[src/rtl/program_sequencer_if.sv]
// Control/status bundle between the instruction decoder and the program sequencer.
// master drives the decoded controls; slave is the sequencer itself.
interface program_sequencer_if #(
    parameter int PC_WIDTH    = 8,
    parameter int STACK_DEPTH = 4
);
    localparam int SP_WIDTH = $clog2(STACK_DEPTH) + 1;

    logic                hold;
    logic                jmp;
    logic                jmp_nz;
    logic                call;
    logic                ret;
    logic                r_eq_0;
    logic [PC_WIDTH-1:0] jmp_addr;
    logic [PC_WIDTH-1:0] pm_addr;
    logic [PC_WIDTH-1:0] pc;
    logic [SP_WIDTH-1:0] sp;
    logic                stack_empty;
    logic                stack_full;
    logic                stack_err;

    modport master (
        output hold, jmp, jmp_nz, call, ret, r_eq_0, jmp_addr,
        input  pm_addr, pc, sp, stack_empty, stack_full, stack_err
    );

    modport slave (
        input  hold, jmp, jmp_nz, call, ret, r_eq_0, jmp_addr,
        output pm_addr, pc, sp, stack_empty, stack_full, stack_err
    );
endinterface

[src/rtl/program_sequencer.sv]
// Program counter, next-address selection and hardware return stack for the 4-bit CPU.
// Return stack and call/ret support are built only when SEQ_CALL_STACK_EN is defined.
module program_sequencer #(
    parameter int PC_WIDTH    = 8,
    parameter int STACK_DEPTH = 4
) (
    input  logic               clk,
    input  logic               reset,
    program_sequencer_if.slave bus
);
    localparam int SP_WIDTH  = $clog2(STACK_DEPTH) + 1;
    localparam int IDX_WIDTH = $clog2(STACK_DEPTH);

    logic [PC_WIDTH-1:0] pc_reg;
    logic [PC_WIDTH-1:0] pc_inc;
    logic [PC_WIDTH-1:0] pm_next;

    assign pc_inc = pc_reg + PC_WIDTH'(1);

`ifdef SEQ_CALL_STACK_EN
    logic [PC_WIDTH-1:0] stack_mem [STACK_DEPTH];
    logic [SP_WIDTH-1:0] sp_reg;
    logic [SP_WIDTH-1:0] sp_next;
    logic                err_reg;
    logic                err_next;
    logic                push;
    logic                empty;
    logic                full;
    logic [PC_WIDTH-1:0] stack_top;

    assign empty     = (sp_reg == '0);
    assign full      = (sp_reg == SP_WIDTH'(STACK_DEPTH));
    // Depth is a power of two, so the wrapped index when empty stays in range.
    assign stack_top = stack_mem[IDX_WIDTH'(sp_reg - SP_WIDTH'(1))];

    always_ff @(posedge clk or posedge reset) begin
        if (reset) begin
            sp_reg  <= '0;
            err_reg <= 1'b0;
        end else begin
            sp_reg  <= sp_next;
            err_reg <= err_next;
        end
    end

    // Contents need no reset; push is forced low while reset is high.
    always_ff @(posedge clk) begin
        if (push) begin
            stack_mem[IDX_WIDTH'(sp_reg)] <= pc_inc;
        end
    end

    assign bus.sp          = sp_reg;
    assign bus.stack_empty = empty;
    assign bus.stack_full  = full;
    assign bus.stack_err   = err_reg;
`else
    logic unused_ctrl;
    assign unused_ctrl     = bus.call | bus.ret;

    assign bus.sp          = '0;
    assign bus.stack_empty = 1'b1;
    assign bus.stack_full  = 1'b0;
    assign bus.stack_err   = 1'b0;
`endif

    // Priority: hold > ret > call > jmp > jmp_nz > increment.
    always_comb begin
        pm_next = pc_inc;
`ifdef SEQ_CALL_STACK_EN
        sp_next  = sp_reg;
        err_next = err_reg;
        push     = 1'b0;
`endif
        if (reset) begin
            pm_next = '0;
        end else if (bus.hold) begin
            pm_next = pc_reg;
`ifdef SEQ_CALL_STACK_EN
        end else if (bus.ret) begin
            if (!empty) begin
                pm_next = stack_top;
                sp_next = sp_reg - SP_WIDTH'(1);
            end else begin
                err_next = 1'b1;
            end
        end else if (bus.call) begin
            if (!full) begin
                push    = 1'b1;
                sp_next = sp_reg + SP_WIDTH'(1);
                pm_next = bus.jmp_addr;
            end else begin
                err_next = 1'b1;
            end
`endif
        end else if (bus.jmp) begin
            pm_next = bus.jmp_addr;
        end else if (bus.jmp_nz && !bus.r_eq_0) begin
            pm_next = bus.jmp_addr;
        end
    end

    always_ff @(posedge clk or posedge reset) begin
        if (reset) begin
            pc_reg <= '0;
        end else begin
            pc_reg <= pm_next;
        end
    end

    assign bus.pm_addr = pm_next;
    assign bus.pc      = pc_reg;
endmodule

[src/flat_wrapper.sv]
// flat-port wrapper written by rule: the top's interface ports become plain ports
module program_sequencer_flat 
#(
    parameter int PC_WIDTH    = 8,
    parameter int STACK_DEPTH = 4
)
  (clk, reset, bus_hold, bus_jmp, bus_jmp_nz, bus_call, bus_ret, bus_r_eq_0, bus_jmp_addr, bus_pm_addr, bus_pc, bus_sp, bus_stack_empty, bus_stack_full, bus_stack_err);
  program_sequencer_if #(.PC_WIDTH(PC_WIDTH), .STACK_DEPTH(STACK_DEPTH)) bus_i ();
  input  logic clk;
  input  logic reset;
  input wire logic [$bits(bus_i.hold)-1:0] bus_hold;
  input wire logic [$bits(bus_i.jmp)-1:0] bus_jmp;
  input wire logic [$bits(bus_i.jmp_nz)-1:0] bus_jmp_nz;
  input wire logic [$bits(bus_i.call)-1:0] bus_call;
  input wire logic [$bits(bus_i.ret)-1:0] bus_ret;
  input wire logic [$bits(bus_i.r_eq_0)-1:0] bus_r_eq_0;
  input wire logic [$bits(bus_i.jmp_addr)-1:0] bus_jmp_addr;
  output wire logic [$bits(bus_i.pm_addr)-1:0] bus_pm_addr;
  output wire logic [$bits(bus_i.pc)-1:0] bus_pc;
  output wire logic [$bits(bus_i.sp)-1:0] bus_sp;
  output wire logic [$bits(bus_i.stack_empty)-1:0] bus_stack_empty;
  output wire logic [$bits(bus_i.stack_full)-1:0] bus_stack_full;
  output wire logic [$bits(bus_i.stack_err)-1:0] bus_stack_err;
  assign bus_i.hold = bus_hold;
  assign bus_i.jmp = bus_jmp;
  assign bus_i.jmp_nz = bus_jmp_nz;
  assign bus_i.call = bus_call;
  assign bus_i.ret = bus_ret;
  assign bus_i.r_eq_0 = bus_r_eq_0;
  assign bus_i.jmp_addr = bus_jmp_addr;
  assign bus_pm_addr = bus_i.pm_addr;
  assign bus_pc = bus_i.pc;
  assign bus_sp = bus_i.sp;
  assign bus_stack_empty = bus_i.stack_empty;
  assign bus_stack_full = bus_i.stack_full;
  assign bus_stack_err = bus_i.stack_err;
  program_sequencer #(.PC_WIDTH(PC_WIDTH), .STACK_DEPTH(STACK_DEPTH)) u_core (.clk(clk), .reset(reset), .bus(bus_i));
endmodule
[config.mk]
export PLATFORM = sky130hd
export DESIGN_NAME = program_sequencer_flat
export DESIGN_NICKNAME = d
export VERILOG_FILES = /design/src/rtl/program_sequencer_if.sv /design/src/rtl/program_sequencer.sv /design/src/flat_wrapper.sv
export SDC_FILE = /design/constraint.sdc
export NUM_CORES = 1
export LEC_CHECK = 0
export ABC_AREA = 1
export BUFFER_PORTS_ARGS = -buffer_cell sky130_fd_sc_hd__buf_2
export CAP_MARGIN = 10
export CORE_MARGIN = 3
export CORE_UTILIZATION = 44
export CTS_CLUSTER_SIZE = 25
export DETAILED_ROUTE_END_ITERATION = 8
export PLACE_DENSITY = 0.92
export SLEW_MARGIN = 20
export SYNTH_ARGS = -nofsm -noshare
export SYNTH_HDL_FRONTEND = slang
export SYNTH_SLANG_ARGS = --single-unit
[constraint.sdc]
create_clock -name clk -period 2.8 [get_ports clk]
set_input_delay 0.14 -clock clk [delete_from_list [all_inputs] [get_ports clk]]
set_output_delay 0.14 -clock clk [all_outputs]
set_load 0.005 [all_outputs]
=== After elaboration in Yosys (flattened, before gate mapping) ===
Cells that the tools add are included.

* Output and inout bits: 22
* Register bits after elaboration: 8
* Input port bits: 16
* Word-level logic and storage cells: 8

* Multiplexer cells: 4
* Reduce and logical (&&, ||, !) cells: 2
* Add/subtract/negate cells: 1

{| class="wikitable"
|+ Operators by type and width
! kind !! number
|-
| 8-bit 2-to-1 mux || 4
|-
| 8-bit by 1-bit adder with 8-bit output (second input constant) || 1
|-
| 1-bit logical AND || 1
|-
| 1-bit zero test || 1
|}

=== Longest topological paths before layout ===
* Depth in word-level cells: 6
* Depth in mapped cells: 8
* Depth with buffers taken out: 8

=== Least setup slack after synthesis ===
OpenSTA, ideal clock, no wires.

* Path type: register -> output
* Start point: reg u_core.pc_reg[0], in the netlist u_core.bus.pc[0]
* End point: out bus_pm_addr[2]
* Path buffers: 0
* Data required time: 2.660 ns
* Data arrival time: 1.131 ns
* Stages on the path, launching flop included: 9
* Setup slack: 1.529 ns
* Cell sequence: dfrtp_1 -> ha_1 -> nand2_1 -> inv_1 -> nor2_1 -> nand2_1 -> nand3_1 -> o21ai_1 -> nor2_1

* Cells in the longest elaborated chain, start to end: 5

{| class="wikitable"
|+ Ends and longest elaborated chain
! element !! line !! text
|-
| start: declaration || program_sequencer.sv:14 || <nowiki>logic [PC_WIDTH-1:0] pc_reg;</nowiki>
|-
| start signal: assignment || program_sequencer.sv:107 || <nowiki>pc_reg <= pm_next;</nowiki>
|-
| 8-bit by 1-bit adder with 8-bit output || program_sequencer.sv:18 || <nowiki>assign pc_inc = pc_reg + PC_WIDTH'(1);</nowiki>
|-
| 8-bit 2-to-1 mux || program_sequencer.sv:98 || <nowiki>end else if (bus.jmp_nz && !bus.r_eq_0) begin</nowiki>
|-
| 8-bit 2-to-1 mux || program_sequencer.sv:96 || <nowiki>end else if (bus.jmp) begin</nowiki>
|-
| 8-bit 2-to-1 mux || program_sequencer.sv:77 || <nowiki>end else if (bus.hold) begin</nowiki>
|-
| 8-bit 2-to-1 mux || program_sequencer.sv:75 || <nowiki>if (reset) begin</nowiki>
|-
| end: declaration || flat_wrapper.sv:18 || <nowiki>output wire logic [$bits(bus_i.pm_addr)-1:0] bus_pm_addr;</nowiki>
|}

Every way passes these cells.

=== Final worst setup path ===
* Start point: in reset
* End point: out bus_pm_addr[5]

* Cells in the longest elaborated chain, start to end: 1

{| class="wikitable"
|+ Ends and longest elaborated chain
! element !! line !! text
|-
| start: declaration || flat_wrapper.sv:10 || <nowiki>input logic reset;</nowiki>
|-
| 8-bit 2-to-1 mux || program_sequencer.sv:75 ||
|}

Every way passes these cells.

==> key figures <==
Status
  • Outcome: completed

Detailed routing
  • Routed Antenna Nets: 0
  • Avg WL per Cell: 11.0 µm
  • Vias per inst: 4.99
  • DR DRC count: 0
  • Via count: just under 700
  • WL final: about 1.5 mm
  • DR iter-0 viols: 30
  • DRT Pass-1 Iters: 5

Logic synthesis
  • Largest family of logic cells by synthesized area: simple AND/OR/NAND/NOR gates
  • Synth Area in Compound Gates: around 16%
  • Synth Area in Adders: 2.00%
  • Synth top area share: a little under a third
  • Top cells by area, synth: dfrtp_1 (32%), nand2_1 (14%), nor2_1 (9.0%)
  • Yosys warning total: 0
  • Post-Syn Area per Cell: 6.53 µm²
  • Register area share after synthesis: 31.9%
  • Synth cell types: 19
  • Cells after synthesis: 96
  • Area share of xor/xnor cells in the synthesized design: 0%
  • Fraction of the mapped netlist area in simple logic gates: 32.1%
  • Mapped Area: ~630 µm²
  • Mux share of post-synthesis cell area: 0%
  • #FFs+latches synth: 8
  • Largest area contributor in the netlist: dfrtp_1

Floorplanning
  • DIE HEIGHT: 43.7 µm
  • Die Area: 1910 µm²
  • Initial Util: 51.5%
  • Core Area: 1220 µm²
  • I/O pins: 38
  • Die X-Extent: 43.7 µm
  • FP Rows: 12

Timing
  • RSZ-0062 raised after global routing: no
  • Slew Viols, Final: 0
  • Final hold violations: 0
  • Final setup TNS: 0 ps
  • Hold Slack: 207 ps
  • Setup violators final: 0
  • Min Tclk post-route: 1770 ps
  • F_max: 564 MHz
  • Final Skew: approximately 0.79 ps
  • Final period utilization: 63.3%

Place
  • RePlAce Congestion: 0.851
  • Post-DP HPWL: about 1.2 mm
  • PortBufs: 29
  • Dpl cells: 135

Finish
  • Layout cells sized above 1: 31.2%
  • Most common cell after layout, fill and taps aside: buf_2
  • Area delta synth->final: 23.8%
  • Finished Layout Cells: approximately 140
  • Max FFs per register: 8
  • Final core occ: ~64%
  • Most frequent cells in the layout: buf_2 (29), nand2_1 (23), nor2_1 (15)
  • Fillers: 110
  • Antenna fix cells: 0
  • Final nets: 144

Power
  • Leakage: between 0.4 and 0.5 nW
  • Total power: around 0.30 mW
  • Max VDD drop: between 0.3 and 0.4 mV
  • PwrDens: around 390 nW/µm²

Clocking
  • TritonCTS buffer count: 3
  • Clock-pin transition on the worst setup and hold timing paths: 50 ps
  • Htree depth: 1
  • Clock sink count: 8
  • # Post-CTS Setup Buffers: 0
  • Max Buffers Root-to-Sink: 2
  • CTS tree: built
  • Clock root buffer: clkbuf_4
  • Worst skew pair latency: ~260 ps

Worst setup path
  • Worst EP required: between 2000 and 3000 ps
  • Startpoint Class: input port
  • CP Class: in -> out
  • Setup crit end kind: output port
  • Crit-path max FO: 13
  • WP data arrival: between 1500 and 2000 ps

Global routing
  • Met3 Resource Use GR: 2.90%
  • Met1 Track Usage GR: 23.0%
  • Antenna violations before repair: 0
  • Vias in the first global route: between 500 and 600
  • GR peak layer: met2
  • GR Overflow Total: 0
  • Largest net degree at the start of global routing: 14
  • Global-route wire length before repair: 2.53 mm
  • Global Route Usage Sum: between 10% and 20%
  • Met2 GRT Util: 26.7%

Min path
  • Worst Hold Class: in -> reg

Run
  • Max Cap Viol: 0
power breakdown:
part	internal, mW	total (mW)	leakage (nW)	switching, mW
combinational	0.0337	0.0778	0.335	0.0441
clock	0.0490	0.0881	0.0138	0.0391
sequential	0.124	0.134	0.105	0.0102
total	0.207	0.300	0.454	0.0934
area by class of cell:
| type | count | area, µm² | area share [%] |
|---|---|---|---|
| multi-input cells | 73 | 339 | 43.7 |
| flip-flops and latches | 8 | 200 | 25.8 |
| repair buffers | 30 | 155 | 20.0 |
| inverters | 11 | 41.3 | 5.32 |
| clock buffers | 3 | 22.5 | 2.90 |
| well taps | 14 | 17.5 | 2.26 |
metrics by stage:
stage	setup slack [ps]	instance area, µm²
after CTS	1020	776
after global placement	1370	743
after detailed placement	1330	743
after global routing	868	776
after floorplan	1530	642
final	1030	776
critical path, stage by stage:
cell	delay, ps
dlygate4sd3_1	540
buf_2	140
inv_1	320
o21ai_0	150
a21oi_1	190
buf_2	140
kinds of logic after synthesis:
group,count (synthesis)
adder cells (fa/ha/maj),1
AND/OR/NAND/NOR,48
flip-flops,8
AO/OA/AOI/OAI,18
other,2
buffers and inverters,19
final timing paths:
check / startpoint / end / slack (ps) / cells past startpoint
max: reset / bus_pm_addr[5] / 1030 / 6
min: bus_jmp / u_core.bus.pc[7] / 210 / 4
max reg2reg: u_core.bus.pc[0] / u_core.bus.pc[2] / 1510 / 8
min reg2reg: u_core.bus.pc[7] / u_core.bus.pc[7] / 650 / 3
max in group asynchronous: reset / u_core.bus.pc[4] / 2050 / 3
min in group asynchronous: reset / u_core.bus.pc[2] / 460 / 3
routing by layer:
| layer | vias to the layer above | routed length (µm) |
|---|---|---|
| met2 | 30 | 727 |
| met3 | 5 | 133 |
| met5 | - | 0 |
| met1 | 309 | 638 |
| met4 | 0 | 35 |
| li1 | 350 | - |
synthesized netlist by cell type:
library cell / instances
nand2_1: 23
nor2_1: 15
inv_1: 10
a21oi_1: 8
dfrtp_1: 8
buf_4: 6
nand3_1: 6
o21ai_0: 4
a21oi_2: 2
conb_1: 2
nand2_2: 2
o21ai_1: 2
o21bai_1: 2
buf_6: 1
clkbuf_2: 1
ha_1: 1
inv_2: 1
nand3_2: 1
nor2_2: 1
what timing repair did:
| item | CTS | global route |
|---|---|---|
| endpoints found under the hold margin | 8 | 0 |
| gates resized for setup | 0 | 0 |
| hold buffers | 1 | 0 |
No activity file was read; power rests on OpenSTA's default activity.
